$ cat config.mk
export PLATFORM = sky130hd
export DESIGN_NAME = fifo_rr_merge
export DESIGN_NICKNAME = d
export VERILOG_FILES = /design/src/rtl/fifo_rr_merge.sv
export SDC_FILE = /design/constraint.sdc
export NUM_CORES = 1
export LEC_CHECK = 0
export CORE_MARGIN = 3
export CORE_UTILIZATION = 42
export DETAILED_ROUTE_END_ITERATION = 12
export PLACE_DENSITY_LB_ADDON = 0.2
export SLEW_MARGIN = 5
export SYNTH_ARGS = -nofsm -noshare
export SYNTH_HDL_FRONTEND = slang
export SYNTH_SLANG_ARGS = --single-unit
$ cat constraint.sdc
create_clock -name clk -period 5.48 [get_ports clk]
set_input_delay 1.096 -clock clk [delete_from_list [all_inputs] [get_ports clk]]
set_output_delay 1.096 -clock clk [all_outputs]
set_load 0.02 [all_outputs]
$ cat src/rtl/fifo_rr_merge.sv
// Round-robin merge of NUM_IN source FIFOs into one sink FIFO through a single registered stage.
// Optional token counter output tokCount is built when ARB_STATS_EN is defined.
module fifo_rr_merge #(
    parameter int DATA_SIZE = 8,
    parameter int IDX_W     = 2,
    parameter int BURST     = 2
) (
    input  logic                                 clk,
    input  logic                                 rst,
    input  logic [(1 << IDX_W)*DATA_SIZE-1:0]    inData,
    input  logic [(1 << IDX_W)-1:0]              inEmpty,
    output logic [(1 << IDX_W)-1:0]              inRead,
    output logic [DATA_SIZE-1:0]                 outData,
    output logic                                 outWrite,
    input  logic                                 outFull,
    output logic [IDX_W-1:0]                     grantIdx
`ifdef ARB_STATS_EN
    ,
    output logic [15:0]                          tokCount
`endif
);

    localparam int NUM_IN = 1 << IDX_W;
    localparam int CNT_W  = (BURST < 1) ? 1 : $clog2(BURST + 1);
    localparam logic [CNT_W-1:0] BURST_C = CNT_W'(BURST);

    logic                 hold_valid_q;
    logic [DATA_SIZE-1:0] out_data_q;
    logic [IDX_W-1:0]     owner_q, owner_d;
    logic [CNT_W-1:0]     cnt_q, cnt_d;

    logic                 drain;
    logic                 can_take;
    logic                 keep;
    logic                 sel_valid;
    logic [IDX_W-1:0]     sel;
    logic                 rd;
    logic [DATA_SIZE-1:0] rd_data;

    assign outWrite = hold_valid_q && !outFull;
    assign drain    = outWrite;
    assign can_take = !hold_valid_q || drain;

    // cnt_q is 0 only before the first grant, so the first search skips the keep path
    // and scans from owner+1, i.e. source 0.
    assign keep = (cnt_q != '0) && (cnt_q < BURST_C) && !inEmpty[owner_q];

    always_comb begin
        logic [IDX_W-1:0] idx;
        sel       = owner_q;
        sel_valid = 1'b0;
        idx       = '0;
        if (keep) begin
            sel       = owner_q;
            sel_valid = 1'b1;
        end else begin
            for (int k = 1; k <= NUM_IN; k++) begin
                idx = owner_q + IDX_W'(k);
                if (!sel_valid && !inEmpty[idx]) begin
                    sel       = idx;
                    sel_valid = 1'b1;
                end
            end
        end
    end

    assign rd = sel_valid && can_take;

    always_comb begin
        inRead = '0;
        if (rd) begin
            inRead[sel] = 1'b1;
        end
    end

    always_comb begin
        rd_data = '0;
        for (int i = 0; i < NUM_IN; i++) begin
            if (IDX_W'(i) == sel) begin
                rd_data = inData[i*DATA_SIZE +: DATA_SIZE];
            end
        end
    end

    always_comb begin
        owner_d = owner_q;
        cnt_d   = cnt_q;
        if (rd) begin
            if (keep) begin
                cnt_d = cnt_q + CNT_W'(1);
            end else begin
                // A rotation that lands back on the owner still starts a fresh burst.
                owner_d = sel;
                cnt_d   = CNT_W'(1);
            end
        end
    end

    always_ff @(posedge clk or posedge rst) begin
        if (rst) begin
            hold_valid_q <= 1'b0;
            out_data_q   <= '0;
            owner_q      <= IDX_W'(NUM_IN - 1);
            cnt_q        <= '0;
        end else begin
            owner_q <= owner_d;
            cnt_q   <= cnt_d;
            if (rd) begin
                out_data_q   <= rd_data;
                hold_valid_q <= 1'b1;
            end else if (drain) begin
                hold_valid_q <= 1'b0;
            end
        end
    end

    assign outData  = out_data_q;
    assign grantIdx = owner_q;

`ifdef ARB_STATS_EN
    logic [15:0] tok_count_q;

    always_ff @(posedge clk or posedge rst) begin
        if (rst) begin
            tok_count_q <= '0;
        end else if (outWrite) begin
            tok_count_q <= tok_count_q + 16'd1;
        end
    end

    assign tokCount = tok_count_q;
`endif

endmodule

# [Word-level counts from Yosys, hierarchy flattened]
# Cells that the tools add are included.
[word_totals] regBits=13 inputBits=39 out_inout_bits=15
[classes] n_addsub=4 order_cmp=7 n_eq_ne=3 muxes=31 bitwise=1 reduce_logical=21
[op_table] op="2-to-1 mux 8 bit" n=4
[op_table] op="less-than comparator 2 x 3 -> 1 bit (second input constant)" n=5
[op_table] op="2-to-1 mux 1 bit" n=15
[op_table] op="2-to-1 mux 2 bit" n=6
[op_table] op="binary-select mux 1 bit (select 2 bit)" n=4
[op_table] op="logical AND 1 bit" n=8
[op_table] op="logical NOT 1 bit" n=8
[op_table] op="adder 2 x 1 -> 2 bit (second input constant)" n=2
[op_table] op="adder 2 bit (second input constant)" n=2
[op_table] op="== test 2 bit (first input constant)" n=2
[op_table] op="2-to-1 mux 4 bit" n=1
[op_table] op="nonzero test 2 bit" n=2
[op_table] op="demux 1 bit (select 2 bit)" n=1
[op_table] op="== test 1 x 2 -> 1 bit (first input constant)" n=1
[op_table] op="greater-or-equal comparator 2 x 1 -> 1 bit (second input constant)" n=1
[op_table] op="logical NOT 2 bit" n=1
[op_table] op="less-than comparator 2 bit (second input constant)" n=1
[op_table] op="AND reduction 2 bit" n=1
[op_table] op="logical OR 1 bit" n=1
[op_table] op="NOT 1 bit" n=1

# [Longest topological paths before layout]
[depth] ltp_word=22 mapped_depth=8 depth_no_buf=7

# [Worst setup path after synthesis]
# OpenSTA, ideal clock, no wires.
[synth_path] path_kind="input-to-output" startpoint="input port inEmpty[3]" endpoint="output port inRead[2]" t_arrival_ns=2.813 path_slack_ns=1.571 cell_stages=6 n_path_buf=2 path_cell_list="buf_2 -> mux4_2 -> nor2_1 -> mux2i_1 -> buf_2 -> nor2b_1"
[synth_between] elab_chain_cells=21 elab_cells_between_ends=38 classes_between="order compare (2); mux (24); reduce/logical (12)"
[synth_lines] item="start, declared" line_no="11" source="input logic [(1 << IDX_W)-1:0] inEmpty,"
[synth_lines] item="binary-select mux 1 bit (select 2 bit)" line_no="59" source="if (!sel_valid && !inEmpty[idx]) begin"
[synth_lines] item="2-to-1 mux 1 bit (implied by the code)" line_no="59"
[synth_lines] item="2-to-1 mux 1 bit" line_no="59"
[synth_lines] item="2-to-1 mux 1 bit" line_no="53" source="if (keep) begin"
[synth_lines] item="logical NOT 1 bit" line_no="59"
[synth_lines] item="logical AND 1 bit" line_no="59"
[synth_lines] item="2-to-1 mux 1 bit" line_no="59"
[synth_lines] item="2-to-1 mux 1 bit" line_no="53"
[synth_lines] item="[5 not listed]"
[synth_lines] item="logical AND 1 bit" line_no="59"
[synth_lines] item="2-to-1 mux 2 bit" line_no="59"
[synth_lines] item="2-to-1 mux 2 bit" line_no="53"
[synth_lines] item="less-than comparator 2 x 3 -> 1 bit (implied by the code) / greater-or-equal comparator 2 x 1 -> 1 bit (equally long branches)" line_no="72" source="inRead[sel] = 1'b1;"
[synth_lines] item="logical AND 1 bit (implied by the code)" line_no="72"
[synth_lines] item="2-to-1 mux 1 bit (implied by the code)" line_no="72"
[synth_lines] item="demux 1 bit (select 2 bit)" line_no="72"
[synth_lines] item="2-to-1 mux 4 bit *" line_no="71" source="if (rd) begin"
[synth_lines] item="end, declared" line_no="12" source="output logic [(1 << IDX_W)-1:0] inRead,"
# Every way passes the cells marked *; elsewhere a longest branch is shown, timed or not. The select of a mux whose other input is x is not followed.

# [Worst setup path after layout]
[layout_path] startpoint="input port inEmpty[3]" endpoint="output port inRead[1]"
# Same word-level chain as after synthesis.

==> flow_metrics.tcl <==
set metrics [dict create \
    layout.nets 209 \
    die_h_um 55.7 \
    crit_cells 7 \
    end_kind "output port" \
    finalNonFillerCells 196 \
    yosys.area.top_type "dfrtp_1" \
    critical_path_required_ns 4.38 \
    crit_path_frequent_cell "clkdlybuf4s50_1" \
    ys_seq_elements 13 \
    timing.final.crit_share 0.904 \
    cp_slowest_cell "clkdlybuf4s50_1" \
    insertion_delay_ns 0.27 \
    numCtsBuffers 3 \
    tns_ns 0 \
    tritoncts "done" \
    critPathMaxStageDelay_ns 0.62 \
    dr.pass1.iters 4 \
    fin_area_um2 1600 \
    clkSinkCount 13 \
    drv_cap 0 \
    worstPathArrival_ns 3.86 \
    avgViaCountPerCell 5.82 \
    grt_pass1_vias 1061 \
    cts.clk_slew.worst_paths_ns 0.07 \
    initial_core_util 0.455 \
    rows 17 \
    drive_gt1_frac 0.0714 \
    synth_top_area_share 0.266 \
    worstPathCellList "clkdlybuf4s50_1 -> mux4_2 -> nand2b_1 -> o211ai_1 -> nand2_1 -> nor2_1 -> clkdlybuf4s50_1" \
    cp_top_family "buffers and inverters" \
    syn_avg_cell_area_um2 8.78 \
    final.min_clock_period_ns 4.96 \
    die_width_um 55.7 \
    synth.distinct_cells 33 \
    core_um2 2280 \
    h-tree-depth 1 \
    r2r_slack_ns 2.82 \
    grt_max_degree 15 \
    reg2reg_depth 6 \
    hold_slack_ns 0.483 \
    grt.total_usage 0.198 \
    n_fill_cell 189 \
    drv_slew 0 \
    tightest_slew_ns 0.484 \
    antenna_found_initial 0 \
    postCtsSetupRepairBufs 0 \
    dpl_worst_slack_ns 0.544 \
    clk_path_buf_depth 2 \
    grt_pass1_wl_um 5060 \
    port_buffers 53 \
    dpl_cell_area_um2 1570 \
    vdd_drop_max_mv 0.320 \
    synthesis.nets 158 \
    drt_iter0_markers 36 \
    min_path_type "reg -> reg" \
    worstPathMaxFanout 10 \
    grt_overflow_total 0 \
    routed_wl_um 2970 \
    cts_resized 0 \
    syn_inst 118 \
    critPathBufInv 2 \
    reg2reg_to "outData[7]$_DFFE_PP0N_" \
    vias 1140 \
    finalSetupViolCount 0 \
    fin_skew_ns 0.00457 \
    antenna_cells_inserted 0 \
    slew_headroom 0.677 \
    postLayoutSetupSlackWorst_ns 0.525 \
    path_class "in -> out" \
    endpoint "inRead[1]" \
    io_pins 54 \
    drc 0 \
    area.sequential_um2 328 \
    grt_setup_unrepaired "false" \
    dp.cells 192 \
    ys_top_cells_by_area "dfrtp_1 27%, mux2i_1 16%, o221ai_1 6.8%" \
    hold_viol_final 0 \
    p_per_area_nw_per_um2 476 \
    design.die.area_um2 3100 \
    r2r_start "grantIdx[0]$_DFFE_PP1P_" \
    p_leak_nw 0.682 \
    hpwl_um 2420 \
    status "completed" \
    hold_buffers 0 \
    gp_congestion 0.728 \
    startpoint "inEmpty[3]" \
    syn_area_um2 1040 \
    cts_root_buf "clkbuf_4" \
    ant_nets 0 \
    critPathLaunchType "input pin" \
    fmax_mhz 202 \
    yosysWarnings 0 \
    multi_input_area_um2 641 \
    routedWlPerCell_um 15.1 \
    syn_to_final_growth_pct 54.2 \
    seq_area_frac_synth 0.316 \
]
[logic make-up after synthesis]
kind of cell | share of synthesized area
multiplexers | 0.208
adder cells (fa/ha/maj) | 0.0121
flip-flops | 0.316
AND/OR/NAND/NOR | 0.184
buffers and inverters | 0.0688
AO/OA/AOI/OAI | 0.211
[stage by stage]
stage               total power [mW]  utilization
global placement               0.694        0.690
detailed placement             0.707        0.690
finish                         0.760        0.702
CTS                            0.767        0.702
global route                   0.819        0.702
floorplan                      0.526            -
[registers in the layout (all words and copies together) (netlist names)]
| register | cells |
|---|---|
| outData | 8 |
| cnt_q | 2 |
| grantIdx | 2 |
| hold_valid_q | 1 |
[worst register-to-register path, cell delays in order, from the launching register on]
cell	delay, ns
dfstp_2	0.70
mux4_2	0.57
nor2_1	0.29
mux2i_2	0.32
buf_4	0.27
mux2i_1	0.23
o221ai_1	0.14
[where the power goes]
part,total (mW),internal [mW],switching (mW),leakage [nW]
Combinational,0.517,0.258,0.259,0.517
Clock,0.0567,0.0282,0.0285,0.0150
Sequential,0.187,0.144,0.0427,0.150
[final cells by class]
class | instances | share of cell area
multi-input cells | 90 | 0.401
repair buffers | 55 | 0.341
flip-flops and latches | 13 | 0.205
well taps | 28 | 0.0219
clock buffers | 4 | 0.0164
inverters | 6 | 0.0141
[routing by layer]
metal  GRT usage  share of wire
met3      0.0603          0.087
met2       0.331           0.50
met4      0.0451          0.014
met1       0.249           0.40
met5           0              0
[Yosys cell counts]
cell type,number
nand2_1,15
and4_1,2
a22o_1,1
nor2_1,8
inv_1,6
buf_6,1
a21o_1,1
or2_1,1
a21boi_0,1
buf_2,6
mux4_2,1
o21bai_1,1
nor4_1,1
and3b_1,1
dfstp_2,2
dfrtp_1,11
a311o_1,1
mux2i_1,17
o21ai_0,5
a311oi_1,1
a22oi_1,1
mux2_2,2
nand2b_1,1
o211ai_1,2
ha_1,1
nand3_1,3
clkbuf_1,2
and3_1,2
a221oi_2,1
nor2b_1,5
o221ai_1,8
o22ai_1,1
a21oi_1,6
[how the worst min path moves through the flow]
stage                                      end                  from  cells past startpoint  slack, ns
after floorplan           cnt_q[0]$_DFFE_PP0N_  cnt_q[0]$_DFFE_PP0N_                      1       0.45
after global placement    cnt_q[0]$_DFFE_PP0N_  cnt_q[0]$_DFFE_PP0N_                      1       0.46
after detailed placement  cnt_q[0]$_DFFE_PP0N_  cnt_q[0]$_DFFE_PP0N_                      1       0.48
after CTS                 cnt_q[0]$_DFFE_PP0N_  cnt_q[0]$_DFFE_PP0N_                      1       0.49
after global routing      cnt_q[0]$_DFFE_PP0N_  cnt_q[0]$_DFFE_PP0N_                      1       0.52
final                     cnt_q[0]$_DFFE_PP0N_  cnt_q[0]$_DFFE_PP0N_                      1       0.48
[placed cells by master (no fill, tap or decap), types with 2 or more instances in the layout]
cell             count
a21oi_1              6
and3_1               2
and4_1               2
buf_4                2
clkbuf_4             3
clkdlybuf4s50_1     53
dfrtp_1             11
dfstp_2              2
inv_1                6
mux2_2               2
mux2i_1             16
nand2_1             15
nand3_1              3
nor2_1               8
nor2b_1              5
o211ai_1             2
o21ai_0              5
o221ai_1             8
Note: power is estimated with default switching activity, not from simulation.
